**src/rtl/serial_adder_pkg.sv**
```systemverilog
// ----------------------------------------------------------------------------
// serial_adder_pkg
// Shared constants for the bit-serial adder: FSM state encoding and the
// default operand width. Imported by serial_adder_ctrl.
// ----------------------------------------------------------------------------
package serial_adder_pkg;

  // Default operand width; legal range is 2..32.
  localparam int DEFAULT_WIDTH = 8;

  // Controller states. The encoding is fixed here so every user of the
  // package agrees on it.
  typedef enum logic [1:0] {
    ST_IDLE = 2'd0,
    ST_RUN  = 2'd1,
    ST_DONE = 2'd2
  } state_e;

endpackage : serial_adder_pkg

```
**src/rtl/full_adder.sv**
```systemverilog
// ----------------------------------------------------------------------------
// full_adder
// Single-bit combinational full adder; the only arithmetic cell used by the
// serial adder.
//   a, b   : operand bits
//   cin    : carry in
//   sum    : a ^ b ^ cin
//   carry  : carry out
// ----------------------------------------------------------------------------
module full_adder (
  input  logic a,
  input  logic b,
  input  logic cin,
  output logic sum,
  output logic carry
);

  logic half_sum;

  assign half_sum = a ^ b;
  assign sum      = half_sum ^ cin;
  assign carry    = (a & b) | (cin & half_sum);

endmodule : full_adder

```
**src/rtl/serial_adder_ctrl.sv**
```systemverilog
// ----------------------------------------------------------------------------
// serial_adder_ctrl
// Computes {carry, sum} = a + b + cin one bit per clock through a single
// full_adder instance. A start seen in IDLE captures the operands; WIDTH
// clocks later the result is presented with a one-cycle done pulse.
//
// Ports
//   clk    : rising-edge clock
//   rst    : synchronous active-high reset
//   start  : begin an addition (only honoured in IDLE)
//   a, b   : operands, captured on accepted start
//   cin    : carry in, captured on accepted start
//   busy   : high in RUN and DONE
//   done   : one-cycle pulse, result valid
//   sum    : registered result (held until the next accepted start)
//   carry  : registered final carry out
//   ovf    : signed overflow flag (only when SERIAL_ADD_OVF_EN is defined)
//
// Configuration
//   SERIAL_ADD_OVF_EN : when defined, adds the registered ovf output.
// ----------------------------------------------------------------------------
module serial_adder_ctrl
  import serial_adder_pkg::*;
#(
  parameter int WIDTH = DEFAULT_WIDTH
) (
  input  logic             clk,
  input  logic             rst,
  input  logic             start,
  input  logic [WIDTH-1:0] a,
  input  logic [WIDTH-1:0] b,
  input  logic             cin,
  output logic             busy,
  output logic             done,
  output logic [WIDTH-1:0] sum,
`ifdef SERIAL_ADD_OVF_EN
  output logic             ovf,
`endif
  output logic             carry
);

  // Counter indexes bits 0..WIDTH-1, so it never needs to hold WIDTH.
  localparam int               CNT_W    = (WIDTH > 1) ? $clog2(WIDTH) : 1;
  localparam logic [CNT_W-1:0] LAST_BIT = CNT_W'(WIDTH - 1);

  state_e           state_q;
  logic [WIDTH-1:0] a_q;
  logic [WIDTH-1:0] b_q;
  logic [WIDTH-1:0] sum_q;
  logic             carry_q;      // running carry between bit positions
  logic             cout_q;       // final carry presented on the carry port
  logic [CNT_W-1:0] cnt_q;
  logic             busy_q;
  logic             done_q;
`ifdef SERIAL_ADD_OVF_EN
  logic             ovf_q;
`endif

  logic fa_sum;
  logic fa_carry;

  full_adder u_full_adder (
    .a     (a_q[0]),
    .b     (b_q[0]),
    .cin   (carry_q),
    .sum   (fa_sum),
    .carry (fa_carry)
  );

  // NOTE: all state, including the operand/result shift registers, uses
  // non-blocking assignments and is cleared by the synchronous reset so an
  // aborted operation leaves no stale data visible on the outputs.
  always_ff @(posedge clk) begin
    if (rst) begin
      state_q <= ST_IDLE;
      a_q     <= '0;
      b_q     <= '0;
      sum_q   <= '0;
      carry_q <= 1'b0;
      cout_q  <= 1'b0;
      cnt_q   <= '0;
      busy_q  <= 1'b0;
      done_q  <= 1'b0;
`ifdef SERIAL_ADD_OVF_EN
      ovf_q   <= 1'b0;
`endif
    end else begin
      done_q <= 1'b0;
      unique case (state_q)
        ST_IDLE: begin
          if (start) begin
            a_q     <= a;
            b_q     <= b;
            carry_q <= cin;
            cnt_q   <= '0;
            busy_q  <= 1'b1;
            state_q <= ST_RUN;
          end
        end

        ST_RUN: begin
          // Result bits enter at the MSB; after WIDTH shifts bit 0 lands
          // in the LSB position.
          a_q     <= a_q >> 1;
          b_q     <= b_q >> 1;
          sum_q   <= {fa_sum, sum_q[WIDTH-1:1]};
          carry_q <= fa_carry;
          if (cnt_q == LAST_BIT) begin
            cout_q  <= fa_carry;
`ifdef SERIAL_ADD_OVF_EN
            // carry_q is the carry into the MSB on this edge.
            ovf_q   <= carry_q ^ fa_carry;
`endif
            done_q  <= 1'b1;
            state_q <= ST_DONE;
          end else begin
            cnt_q <= cnt_q + CNT_W'(1);
          end
        end

        ST_DONE: begin
          busy_q  <= 1'b0;
          state_q <= ST_IDLE;
        end

        default: begin
          busy_q  <= 1'b0;
          state_q <= ST_IDLE;
        end
      endcase
    end
  end

  assign busy  = busy_q;
  assign done  = done_q;
  assign sum   = sum_q;
  assign carry = cout_q;
`ifdef SERIAL_ADD_OVF_EN
  assign ovf   = ovf_q;
`endif

endmodule : serial_adder_ctrl

```
**config.mk**
```make
export PLATFORM = sky130hd
export DESIGN_NAME = serial_adder_ctrl
export DESIGN_NICKNAME = d
export VERILOG_FILES = /design/src/rtl/serial_adder_pkg.sv /design/src/rtl/full_adder.sv /design/src/rtl/serial_adder_ctrl.sv
export SDC_FILE = /design/constraint.sdc
export NUM_CORES = 1
export LEC_CHECK = 0
export BUFFER_PORTS_ARGS = -buffer_cell sky130_fd_sc_hd__clkbuf_2
export CAP_MARGIN = 25
export CELL_PAD_IN_SITES_DETAIL_PLACEMENT = 0
export CELL_PAD_IN_SITES_GLOBAL_PLACEMENT = 1
export CORE_MARGIN = 2
export CORE_UTILIZATION = 37
export DETAILED_ROUTE_END_ITERATION = 8
export PLACE_DENSITY = 0.79
export SLEW_MARGIN = 20
export SYNTH_ARGS = -nofsm -noshare
export SYNTH_HDL_FRONTEND = slang
export SYNTH_SLANG_ARGS = --single-unit
```
**constraint.sdc**
```tcl
create_clock -name clk -period 1.44 [get_ports clk]
set_clock_uncertainty 0.1 [all_clocks]
set_input_delay 0.288 -clock clk [delete_from_list [all_inputs] [get_ports clk]]
set_output_delay 0.288 -clock clk [all_outputs]
set_load 0.01 [all_outputs]
```
==> results of run 1 <==
## final cells by class
class	count	area (µm²)
fillers	401	2180
inverters	1	3.75
clock buffers	8	80.1
repair buffers	38	248
flip-flops and latches	33	661
multi-input cells	105	793
well taps	50	62.6
## layer usage
layer	track usage, %	vias to the layer above
li1	-	589
met3	3.90	6
met1	16.4	506
met5	0	-
met4	5.15	0
met2	22.7	29
## how the worst max path moves through the flow
stage,start,endpoint,slack (ns)
detailed placement,cnt_q[0]$_SDFFE_PP0P_,cnt_q[0]$_SDFFE_PP0P_,-0.06
global placement,cnt_q[0]$_SDFFE_PP0P_,cnt_q[0]$_SDFFE_PP0P_,0.1
finish,state_q[1]$_SDFFE_PP0P_,a_q[4]$_SDFFE_PP0P_,0.10
floorplan,cnt_q[0]$_SDFFE_PP0P_,cnt_q[0]$_SDFFE_PP0P_,0.04
global route,state_q[0]$_SDFFE_PP0P_,sum[7]$_SDFFE_PP0P_,0.02
CTS,cnt_q[0]$_SDFFE_PP0P_,cnt_q[0]$_SDFFE_PP0P_,0.06
## flip-flops by register name (all words and copies together), names as in the netlist
name     count
a_q          8
b_q          8
sum          8
cnt_q        3
state_q      2
busy         1
carry        1
carry_q      1
done         1
## power groups by stage
stage | clock (W) | combinational (W) | sequential, W
global placement | 0 | 0.000311 | 0.00103
detailed placement | 0 | 0.000322 | 0.00103
floorplan | 0 | 0.000255 | 0.00102
global route | 0.000717 | 0.000354 | 0.00102
CTS | 0.000677 | 0.000326 | 0.00101
finish | 0.000655 | 0.000322 | 0.00101
## cell families after synthesis
kind of cell               synth area share (%)
AOI/OAI and AO/OA                          19.6
adders and majority gates                  2.90
buffers and inverters                      8.29
DFF                                        42.5
muxes                                      9.65
and+or+nand+nor                            17.1
## through the flow
stage / area [µm²] / hold slack [ns] / worst slack (ns)
after global placement: 1740 / 0.342 / 0.0973
final: 1850 / 0.157 / 0.102
after floorplan: 1560 / 0.336 / 0.0423
after detailed placement: 1740 / 0.354 / -0.0555
after global routing: 1850 / 0.195 / 0.0172
after CTS: 1830 / 0.155 / 0.0647
## cells in the mapped netlist, drive strengths merged
cell | count | area, µm²
inv | 1 | 3.75
dfxtp | 33 | 661
fa | 1 | 20.0
ha | 2 | 25.0
a22oi | 2 | 15.0
buf | 11 | 113
mux2i | 15 | 150
a211oi | 15 | 188
nor3b | 1 | 7.51
a21oi | 12 | 60.1
o21ba | 1 | 16.3
nand3b | 1 | 7.51
nand3 | 5 | 25.0
nor2 | 20 | 113
nor2b | 2 | 12.5
nor3 | 2 | 10.0
o21bai | 1 | 7.51
clkbuf | 3 | 12.5
nand2 | 20 | 75.1
nor4b | 1 | 8.76
a31oi | 3 | 18.8
nand2b | 1 | 6.26
## repair_timing
| action | in CTS | in global routing |
|---|---|---|
| setup endpoints to repair | 1 | 1 |
| resized for setup | 2 | 2 |
| hold endpoints to repair | 0 | 0 |
## tightest hold or removal path: cells and delay by family
kind,cells,cell delay (ns)
buffers and inverters,1,0.08
AND/OR/NAND/NOR,1,0.08
AO/OA/AOI/OAI,1,0.06
==> impl_metrics.toml, run 1 <==
[status]
status = "finished clean"

[routing]
dr_wl_met3_um = 165
drt_iter0_markers = 55
ant_nets = 0
wirelength_um = 2840
drc = 0
wl_met2_um = 1290
top_layer = "met4"
via_per_inst = 4.81
m1WireLength_um = 1340
wl_per_cell_um = 12.1
drt-pass1-iter-count = 4
dr_total_vias = 1130

[cells_and_area]
antenna_cells = 0
layout_commonest_cell = "dfxtp_1"
stdcell_count = 235
drive_gt1_share_pct = 41.1
syn_to_final_growth_pct = 18.8
nets = 207
final_cell_mix = "dfxtp_1, clkbuf_2, nand2_1"
postLayoutCoreUtil_pct = 45.9

[pwr]
intPower_w = 0.00147
vdd_drop_max_v = 0.000598
seq_power_share_pct = 50.9
powerDensity_nw_per_um2 = 1080
switchingPower_w = 0.000516
sw_frac_of_total_pct = 26.0
power.leakage_nw = 0.724
p_clk_share_pct = 32.9
p_total_w = 0.00199
combPwrFrac_pct = 16.2

[setup_path]
critPathSlowestCell = "dfxtp_1"
crit_path_end_kind = "flop"
path_class = "reg2reg"
path_cells = "o21ba_4 > buf_12 > nor2_2 > a211oi_2"
startpoint_type = "flop"
crit_fanout = 19
worst_ep_arrival_time_ns = 1.44
cp_num_cells = 4
crit_family = "compound AO/OA/AOI/OAI gates"
worst-r2r-cell-count = 4
worstReg2RegEnd = "a_q[4]$_SDFFE_PP0P_"
critPathMaxStageDelay_ns = 0.42
required_ns = 1.54
r2r-start = "state_q[1]$_SDFFE_PP0P_"
cp_num_buf_inv = 1
r2r_setup_slack_ns = 0.10

[floorplanning]
die_h_um = 68.8
coreArea_um2 = 4030
io_pins = 31
dieArea_um2 = 4740
fp.dieW_um = 68.8
start_util_pct = 38.6
num_rows = 23

[cts]
h-tree-depth = 2
clock-sinks = 33
clock_latency_ns = 0.28
postCtsHoldBufs = 0
cts_buffers = 5
cts_tree = "built"
clk_pin_slew_ns = 0.06
clock_path_buffers = 2
root_buffer = "clkbuf_8"
cts_setup_buffers = 0

[logic_synthesis]
syn_inst = 153
yosysUniqueCellTypes = 27
yosys_warnings = 0
netlist_area_um2 = 1560
synth-seq-cells = 33
synth_seq_area_share_pct = 42.5
avgSynthCellArea_um2 = 10.2
synth_nets = 176

[place]
place.gp.congestion = 0.731
dpl.hpwl_um = 2050
io_buffers = 30
placed_cells = 227

[sta]
hold_viol_final = 0
period_needed_ns = 1.34
tns_ns = 0
slew_headroom_pct = 74.1
min_period_over_period_pct = 92.9
rsz0062_at_grt = "false"
drv_slew = 0
setup_viol = 0
worstMarginPinSlew_ns = 0.388
clock.fmax_ghz = 0.747

[global_routing]
grt_usage_pct = 13.6
antenna_found_initial = 0
grt_overflow = 0
grt_pass1_wl_um = 4740
grt_max_degree = 34
grt_pass1_vias = 1076

[worst_hold_path]
hold_end = "a_q[7]$_SDFFE_PP0P_"
hold_start = "a[7]"
hold_class = "in2reg"
holdPathStages = 3

[run]
cap_violations = 0
No activity file was read; power rests on OpenSTA's default activity.
==> inputs of run 2 (changes only) <==
CAP_MARGIN = default   (was 25)
PLACE_DENSITY = 0.85   (was 0.79)
SKIP_CTS_REPAIR_TIMING = 1   (was default)
==> impl_metrics.toml, run 2 (synthesis gave the netlist of run 1 again) <==
[cts]
root_buffer = "clkbuf_8"
cts_buffers = 5
h-tree-depth = 2
cts_tree = "built"
clock_path_buffers = 2
clock-sinks = 33
clock_latency_ns = 0.28
clk_pin_slew_ns = 0.07

[sta]
drv_slew = 0
clock.fmax_ghz = 0.749
rsz0062_at_grt = "false"
hold_viol_final = 0
setup_viol = 0
period_needed_ns = 1.34
tns_ns = 0
slew_headroom_pct = 72.4
setup_slack_ns = 0.104
min_period_over_period_pct = 92.8
worstMarginPinSlew_ns = 0.413

[floorplanning]
num_rows = 23
die_h_um = 68.8
start_util_pct = 38.6
coreArea_um2 = 4030
fp.dieW_um = 68.8
dieArea_um2 = 4740
io_pins = 31

[run]
cap_violations = 0

[place]
dpl.hpwl_um = 1930
place.gp.congestion = 0.707
post-place-ws_ns = 0.0543
io_buffers = 30

[setup_path]
worst_ep_arrival_time_ns = 1.41
path_class = "reg2reg"
r2r-start = "state_q[0]$_SDFFE_PP0P_"
worst-r2r-cell-count = 3
crit_path_end_kind = "flop"
crit_fanout = 12
worstReg2RegEnd = "b_q[4]$_SDFFE_PP0P_"
r2r_setup_slack_ns = 0.10
required_ns = 1.51
startpoint_type = "flop"

[worst_hold_path]
holdPathStages = 3
hold_start = "a[7]"
hold_class = "in2reg"
hold_end = "a_q[7]$_SDFFE_PP0P_"

[cells_and_area]
layout_commonest_cell = "dfxtp_1"
syn_to_final_growth_pct = 18.8
final_cell_mix = "dfxtp_1, clkbuf_2, nand2_1"
antenna_cells = 0
drive_gt1_share_pct = 43.5
postLayoutCoreUtil_pct = 45.9
nets = 208

[routing]
wirelength_um = 2890
drt-pass1-iter-count = 4
dr_total_vias = 1137
drt_iter0_markers = 44
via_per_inst = 4.82
wl_per_cell_um = 12.2
drc = 0
ant_nets = 0

[global_routing]
grt_pass1_wl_um = 4840
grt_usage_pct = 14.0
grt_overflow = 0
grt_max_degree = 27
grt_pass1_vias = 1052
antenna_found_initial = 0

[status]
status = "finished clean"

[pwr]
power.leakage_nw = 0.737
powerDensity_nw_per_um2 = 1130
vdd_drop_max_v = 0.000630
-- run 2: final cells by class --
| type | instances | area, µm² |
|---|---|---|
| fillers | 401 | 2180 |
| multi-input cells | 105 | 777 |
| flip-flops and latches | 33 | 661 |
| repair buffers | 39 | 243 |
| clock buffers | 7 | 96.3 |
| well taps | 50 | 62.6 |
| clock inverters | 1 | 5.00 |
| inverters | 1 | 3.75 |
-- run 2: worst max-delay path by stage --
stage,startpoint,to,slack [ns]
6_report,state_q[0]$_SDFFE_PP0P_,b_q[4]$_SDFFE_PP0P_,0.10
5_1_grt,state_q[0]$_SDFFE_PP0P_,sum[3]$_SDFFE_PP0P_,0.003
2_1_floorplan,cnt_q[0]$_SDFFE_PP0P_,cnt_q[0]$_SDFFE_PP0P_,0.04
3_3_place_gp,cnt_q[0]$_SDFFE_PP0P_,cnt_q[0]$_SDFFE_PP0P_,0.07
4_1_cts,cnt_q[1]$_SDFFE_PP0P_,cnt_q[0]$_SDFFE_PP0P_,0.04
3_5_place_dp,cnt_q[0]$_SDFFE_PP0P_,cnt_q[0]$_SDFFE_PP0P_,0.05
-- run 2: power breakdown --
group	switching (W)	internal (W)	total (W)
clock	0.000336	0.000432	0.000768
combinational	0.000161	0.000151	0.000312
sequential	0.0000419	0.000968	0.00101
total	0.000540	0.00155	0.00209
-- run 2: routing by layer --
layer	global-route usage, %	routed length, µm	vias to the layer above
li1	-	-	594
met1	18.5	1430	515
met2	19.7	1280	24
met3	6.33	152	4
met4	5.88	19	0
met5	0	0	-
-- run 2: per-stage QoR --
| step | hold slack [ns] | power [W] | area (µm²) | cells |
|---|---|---|---|---|
| after floorplan | 0.336 | 0.00128 | 1560 | 153 |
| after global placement | 0.347 | 0.00134 | 1740 | 228 |
| after detailed placement | 0.349 | 0.00134 | 1740 | 228 |
| after CTS | 0.148 | 0.00211 | 1840 | 236 |
| after global routing | 0.163 | 0.00220 | 1850 | 236 |
| final | 0.147 | 0.00209 | 1850 | 236 |
-- run 2: worst max-delay path, stage by stage (launching register included) --
cell      delay (ns)
dfxtp_1         0.47
buf_4           0.29
mux2i_1         0.27
a211oi_2        0.09
